--- src/rtl/bm_sqrt_interp.sv ---
// bm_sqrt_interp: piecewise-linear sqrt of unsigned Q8.24 x into Q4.16 for the Box-Muller path.
// Normalises x to m*4^k, addresses the coefficient ROM, interpolates base+slope*frac,
// then rescales by 2^k. Three registered stages plus the output register, valid/ready flow.
// Ports:
//   clock, reset           rising-edge clock, synchronous active-high reset
//   in_valid/in_ready      input handshake, in_data = x (Q8.24)
//   rom_addr/rom_rdata     ROM address out, {base Q1.19, slope} back one cycle later
//   out_valid/out_ready    output handshake, out_data = sqrt(x) (Q4.16)
// Optional: define BM_SQRT_RND_EN for round-half-up interpolation and final shift
// (saturating); otherwise both truncate.
module bm_sqrt_interp #(
    parameter int DIN_F  = 24,
    parameter int FRAC_W = 12
) (
    input  logic        clock,
    input  logic        reset,
    input  logic        in_valid,
    output logic        in_ready,
    input  logic [31:0] in_data,
    output logic [6:0]  rom_addr,
    input  logic [32:0] rom_rdata,
    output logic        out_valid,
    input  logic        out_ready,
    output logic [19:0] out_data
);
    localparam int NBW = 6 + FRAC_W;

    logic               en;
    logic [31:0]        x1;
    logic               v1, v2, v3;
    logic [5:0]         lz;
    logic signed [6:0]  e;
    logic [NBW-1:0]     nb;
    logic               z1, z2, z3;
    logic [6:0]         addr1, addr2;
    logic [FRAC_W-1:0]  frac1, frac2;
    logic signed [3:0]  k1, k2, k3;
    logic [12+FRAC_W:0] prod3;
    logic [19:0]        base3;
    logic [3:0]         rs;
    logic [19:0]        res;

    assign en       = ~out_valid | out_ready;
    assign in_ready = en;
    // During a stall the ROM keeps re-reading the S2 address so its data stays valid for S2.
    assign rom_addr = en ? addr1 : addr2;

    always_comb begin
        lz = 6'd32;
        for (int i = 0; i < 32; i++)
            if (x1[i]) lz = 6'(31 - i);
    end

    // nb holds the mantissa bits just below the leading one: 6 address bits then the fraction.
    assign nb    = NBW'((x1 << lz) >> (25 - FRAC_W));
    assign e     = 7'(31 - DIN_F) - 7'(lz);
    assign k1    = 4'(e >>> 1);
    assign z1    = x1 == 32'd0;
    assign addr1 = z1 ? 7'd0 : {e[0], nb[NBW-1 -: 6]};
    assign frac1 = nb[FRAC_W-1:0];
    assign rs    = 4'd3 - k3;

`ifdef BM_SQRT_RND_EN
    logic [21:0] ysum, ysh;
    always_comb begin
        ysum = 22'(base3)
             + 22'((27'(prod3) + 27'(1 << (FRAC_W - 1))) >> FRAC_W)
             + (rs != 4'd0 ? 22'd1 << (rs - 4'd1) : 22'd0);
        ysh  = ysum >> rs;
        res  = |ysh[21:20] ? 20'hFFFFF : ysh[19:0];
    end
`else
    assign res = 20'(base3 + 20'(prod3 >> FRAC_W)) >> rs;
`endif

    always_ff @(posedge clock) begin
        if (reset) begin
            x1        <= '0;
            v1        <= 1'b0;
            v2        <= 1'b0;
            v3        <= 1'b0;
            out_valid <= 1'b0;
            out_data  <= '0;
        end else if (en) begin
            x1        <= in_data;
            v1        <= in_valid;
            v2        <= v1;
            v3        <= v2;
            out_valid <= v3;
            out_data  <= z3 ? 20'd0 : res;
        end
    end

    always_ff @(posedge clock) begin
        if (en) begin
            addr2 <= addr1;
            frac2 <= frac1;
            k2    <= k1;
            z2    <= z1;
            prod3 <= rom_rdata[12:0] * frac2;
            base3 <= rom_rdata[32:13];
            k3    <= k2;
            z3    <= z2;
        end
    end
endmodule

--- config.mk ---
export PLATFORM = sky130hd
export DESIGN_NAME = bm_sqrt_interp
export DESIGN_NICKNAME = d
export VERILOG_FILES = /design/src/rtl/bm_sqrt_interp.sv
export SDC_FILE = /design/constraint.sdc
export NUM_CORES = 1
export LEC_CHECK = 0
export ABC_AREA = 1
export ABC_CLOCK_PERIOD_IN_PS = 8800
export BUFFER_PORTS_ARGS = -buffer_cell sky130_fd_sc_hd__buf_2
export CORE_AREA = 8 8 172 174
export CTS_BUF_LIST = sky130_fd_sc_hd__clkbuf_2
export CTS_CLUSTER_SIZE = 20
export DETAILED_ROUTE_END_ITERATION = 10
export DIE_AREA = 0 0 180 182
export PLACE_DENSITY = 0.64
export SLEW_MARGIN = 15
export SYNTH_ARGS = -nofsm -noshare
export SYNTH_HDL_FRONTEND = slang
export SYNTH_SLANG_ARGS = --single-unit
--- constraint.sdc ---
create_clock -name clock -period 8.8 [get_ports clock]
set_input_delay 0.88 -clock clock [delete_from_list [all_inputs] [get_ports clock]]
set_output_delay 0.88 -clock clock [all_outputs]
set_load 0.1 [all_outputs]
Yosys cells after proc, flatten, opt, wreduce, memory -nomap -nowiden. Cells that the tools add are included.

Muxes and demuxes: 35. Multipliers: 1. $add $sub $neg: 3. Shift-type cells: 2. Reductions and logical operators: 1. Bitwise logic cells: 2.

Operators by type and width (number): 6-bit 2-to-1 mux (32); 32-bit logical NOT (1); 32-bit by 6-bit << shifter with 31-bit output (1); 13-bit by 12-bit multiplier with 25-bit output (1); 20-bit by 13-bit adder with 20-bit output (1); 20-bit 2-to-1 mux (1); 20-bit by 4-bit >> shifter with 20-bit output (1); 7-bit 2-to-1 mux (2); 3-bit by 5-bit subtractor with 5-bit output, first input constant (1); 2-bit by 4-bit subtractor with 4-bit output, first input constant (1); 1-bit NOT (1); 1-bit OR (1).

Bits of input ports: 69. Flip-flop bits (word level): 130. Word-level logic and storage cells: 58. Output and inout port bits: 29.

Longest topological paths before layout.
Depth after elaboration: 35. Mapped depth: 42. Mapped depth without buffers: 41.

Worst setup path after synthesis. OpenSTA, ideal clock, no wires.

Path kind: input -> register. Start: input port rom_rdata[8]. End: register prod3[23] (data pin). Cell stages on the path: 29. Path buffers: 1. Path slack: 2.353 ns. Data arrival time: 6.190 ns. Data required time: 8.542 ns. Setup time: 0.258 ns. Cells stage by stage: clkbuf_1 nand2_1 fa_1 fa_1 inv_1 fa_1 inv_1 fa_1 inv_1 fa_1 ha_1 nand2_1 nor2_1 a211oi_1 o221ai_1 a21oi_1 inv_1 a21oi_1 inv_1 a21oi_1 inv_1 a21oi_1 inv_1 nand2_1 nand2_1 a21o_1 a21o_1 a21oi_1 xnor2_1.

Word-level cells in the longest chain between the ends: 1.

RTL lines: start, declared (line 21) `input logic [32:0] rom_rdata,`; 13-bit by 12-bit multiplier with 25-bit output (line 100) `prod3 <= rom_rdata[12:0] * frac2;`; end signal, assigned (line 100); end, declared (line 38) `logic [12+FRAC_W:0] prod3;`.

Every way passes these cells. A chain may end at the register's enable or synchronous reset.

Worst setup path in the final report.
Start: register frac2[3]. End: register prod3[23] (data pin).

Word-level cells in the longest chain between the ends: 1.

RTL lines: start, declared (line 36) `logic [FRAC_W-1:0] frac1, frac2;`; start signal, assigned (line 97) `frac2 <= frac1;`; 13-bit by 12-bit multiplier with 25-bit output (line 100).

Every way passes these cells.

==> results.sh <==
export IMPL_run_status="complete, no violations"
export IMPL_fin_cells=1965
export IMPL_nets=1861
export IMPL_drt_vias_per_instance=5.151
export IMPL_cts_made_buffers=17
export IMPL_grt_pass1_wl_mm=48.83
export IMPL_initial_utilization_pct=43.72
export IMPL_place_congestion=0.9165
export IMPL_fp_dieW_um=180
export IMPL_detailedPlacementHpwl_mm=23.28
export IMPL_number_of_remaining_drc_errors=0
export IMPL_fin_skew_ns=0.05254
export IMPL_grt_overflow_total=0
export IMPL_critical_path_top_cell_by_count="sky130_fd_sc_hd__inv_1"
export IMPL_ys_warn_count=0
export IMPL_io_buffer_count=97
export IMPL_crit_path_end_kind="flip-flop"
export IMPL_ys_types=42
export IMPL_timing_critical_path_from_type="flip-flop"
export IMPL_total_leakage_power_nw=6.418
export IMPL_design_portCount=98
export IMPL_clockBufferDepth=2
export IMPL_peakVddDrop_uv=333.2
export IMPL_floorplan_die_area_mm2=0.03276
export IMPL_place_ws_ns=2.003
export IMPL_synthesis_area_mm2=0.01165
export IMPL_post_synth_cell_area_avg_um2=7.469
export IMPL_synthFlopType="sky130_fd_sc_hd__dfxtp_1"
export IMPL_setup_tns_final_ns=0
export IMPL_worstHoldPathType="primary input to flip-flop"
export IMPL_grt_antenna_before_repair=2
export IMPL_ff_latch_count_synth=118
export IMPL_std_cell_rows=60
export IMPL_cts_root_buffer="sky130_fd_sc_hd__clkbuf_2"
export IMPL_clock_sinks=118
export IMPL_crit_type="flip-flop to flip-flop"
export IMPL_route_final_wire_length_mm=29.03
export IMPL_cts_repair_resized=0
export IMPL_placedCellCount=1932
export IMPL_via_count_of_the_first_global_routing_pass=10160
export IMPL_cts_tree="built"
export IMPL_timing_final_crit_share_pct=73.48
export IMPL_synthesis_instances=1560
export IMPL_fillers=2726
export IMPL_grt_setup_unrepaired="no"
export IMPL_slowest_delay_ns=0.74
export IMPL_avgRoutedWirePerCell_um=14.77
export IMPL_post_cts_hold_buffer_count=0
export IMPL_core_region_area_mm2=0.02665
export IMPL_critPathRequiredTime_ns=9.22
export IMPL_setup_violations=0
export IMPL_slew_headroom_pct=31.25
export IMPL_clk_transition_reported_paths_ns=0.19
export IMPL_count_of_flip_flops_with_a_built_in_enable_after_synthesis=55
export IMPL_ys_async_sr_fraction_pct=0
export IMPL_cp_arrival_ns=6.88
export IMPL_detailedRoute_firstPassIterationCount=6
export IMPL_power_per_cell_area_mw_per_mm2=388.8
export IMPL_die_height_um=182
export IMPL_worst_slew_pin_slew_ns=1.031
export IMPL_achievable_frequency_mhz=154.7
export IMPL_synth_fp_nets=1811
export IMPL_timing_final_ws_setup_ns=2.334
export IMPL_globalRouteTotalUtil_pct=17.91
export IMPL_cap_violations=0
export IMPL_initialDrtViolationCount=773
export IMPL_crit_path_top_delay_cell="sky130_fd_sc_hd__edfxtp_1"
export IMPL_post_cts_setup_buffers=0
export IMPL_final_period_minus_worst_setup_slack_ns=6.466
export IMPL_timing_final_hold_violations=0
export IMPL_final_layout_size_suffix_gt1_share_pct=8.755
export IMPL_count_of_vias_placed_by_the_detailed_router=10120
export IMPL_synth_seq_area_share_pct=25.00
export IMPL_grt_start_max_net_pins=96
export IMPL_postRouteAntennaNets=0
export IMPL_worst_skew_pair_late_latency_ns=0.68
export IMPL_synthToLayoutAreaGrowth_pct=7.217
export IMPL_path_max_fanout=13
export IMPL_clock_tree_htree_level_count=4
export IMPL_final_slew_violations=0
[worst paths after layout]
path                                              from                   to  slack (ns)  depth (start not counted)
worst max-delay path            frac2[3]$_SDFFCE_PP0N_  prod3[23]$_DFFE_PN_        2.33                         28
worst min-delay path                     rom_rdata[32]  base3[19]$_DFFE_PN_        0.36                          1
worst max register to register  frac2[3]$_SDFFCE_PP0N_  prod3[23]$_DFFE_PN_        2.33                         28
worst min register to register            z2$_DFFE_PN_         z3$_DFFE_PN_        0.45                          0
[where the power goes]
part	switching, W	internal, W
clock	0.000191	0.0000989
combinational	0.00220	0.00142
sequential	0.000125	0.000824
[cells in the final DEF (no fill, tap or decap), types with 2 or more instances in the layout]
master and instances:
sky130_fd_sc_hd__a211oi_1 33, sky130_fd_sc_hd__a21oi_1 62, sky130_fd_sc_hd__clkbuf_2 21, sky130_fd_sc_hd__o21bai_1 3
sky130_fd_sc_hd__diode_2 2, sky130_fd_sc_hd__dfxtp_1 63, sky130_fd_sc_hd__edfxtp_1 55, sky130_fd_sc_hd__buf_2 97
sky130_fd_sc_hd__buf_4 4, sky130_fd_sc_hd__a21o_1 4, sky130_fd_sc_hd__inv_1 244, sky130_fd_sc_hd__nand3_1 161
sky130_fd_sc_hd__fa_1 110, sky130_fd_sc_hd__xor2_1 22, sky130_fd_sc_hd__o21ai_0 40, sky130_fd_sc_hd__inv_2 6
sky130_fd_sc_hd__nand2_4 2, sky130_fd_sc_hd__nand4_1 10, sky130_fd_sc_hd__clkinv_1 4, sky130_fd_sc_hd__o2111ai_1 6
sky130_fd_sc_hd__o211ai_1 6, sky130_fd_sc_hd__nor2_1 79, sky130_fd_sc_hd__ha_1 72, sky130_fd_sc_hd__nor3_1 13
sky130_fd_sc_hd__nand2_1 462, sky130_fd_sc_hd__clkinv_2 4, sky130_fd_sc_hd__nor4_1 4, sky130_fd_sc_hd__o221ai_1 2
sky130_fd_sc_hd__o21ai_1 3, sky130_fd_sc_hd__xnor2_1 11, sky130_fd_sc_hd__mux2i_1 4
[synth_stat cells (all sizes together) (6+ instances only)]
master	number	area (um2)
nand3	161	805.8
xnor2	11	96.34
a21oi	63	315.3
o21ai	44	224.0
nor3	13	65.06
xor2	22	192.7
nand2	465	1763
o2111ai	6	52.55
dfxtp	63	1261
ha	72	900.9
o211ai	6	45.04
fa	110	2202
edfxtp	55	1652
inv	247	927.1
nand4	10	62.56
buf	16	95.09
clkbuf	54	202.7
nor2	80	300.3
a211oi	33	247.7
[layer usage]
layer / vias up / global-route usage (%) / routed length, um
met5: - / 0 / 0
met1: 4758 / 22.48 / 12740
met2: 242 / 31.11 / 14540
met4: 0 / 5.535 / 657
li1: 5080 / - / -
met3: 41 / 2.954 / 1091
[sequential cells by signal, indices dropped and copies added (netlist names)]
| register | flops |
|---|---|
| x1 | 32 |
| prod3 | 13 |
| k2 | 4 |
| v3 | 1 |
| frac2 | 12 |
| v1 | 1 |
| k3 | 4 |
| addr2 | 7 |
| z2 | 1 |
| out_data | 20 |
| out_valid | 1 |
| base3 | 20 |
| z3 | 1 |
| v2 | 1 |
[final cells by class]
class	instances	area, um2	area share (%)
clock inverter	10	68.82	0.5509
timing repair buffer	101	515.5	4.127
inverter	249	934.6	7.482
tap	341	426.7	3.415
antenna	2	5.005	0.04006
sequential	118	2913	23.32
clock buffer	21	105.1	0.8413
multi-input combinational	1123	7523	60.23
[metrics by stage]
stage	instance area (um2)	power [W]	util [%]	hold WS (ns)
2_1_floorplan	11650	0.003832	-	0.4003
3_3_place_gp	12310	0.004585	46.20	0.4013
3_5_place_dp	12310	0.004635	46.20	0.4056
4_1_cts	12490	0.004958	46.85	0.2824
5_1_grt	12490	0.005475	46.87	0.2643
6_report	12490	0.004857	46.87	0.3567
[kinds of logic after synthesis]
| logic type | Yosys count | synth area share, % |
|---|---|---|
| multiplexers | 4 | 0.3437 |
| AND/OR/NAND/NOR | 734 | 25.99 |
| AO/OA/AOI/OAI | 170 | 8.978 |
| adder cells (fa/ha/maj) | 182 | 26.63 |
| buffers and inverters | 319 | 10.58 |
| flip-flops | 118 | 25.00 |
| XOR/XNOR | 33 | 2.481 |
[worst max-delay path, delay by kind of cell, from the launching register on]
kind | cells | cell delay, ns
adder cells (fa/ha/maj) | 6 | 2.84
AO/OA/AOI/OAI | 9 | 1.74
flip-flops | 1 | 0.74
AND/OR/NAND/NOR | 5 | 0.42
buffers and inverters | 7 | 0.41
XOR/XNOR | 1 | 0.08
No activity file was read; power rests on OpenSTA's default activity.
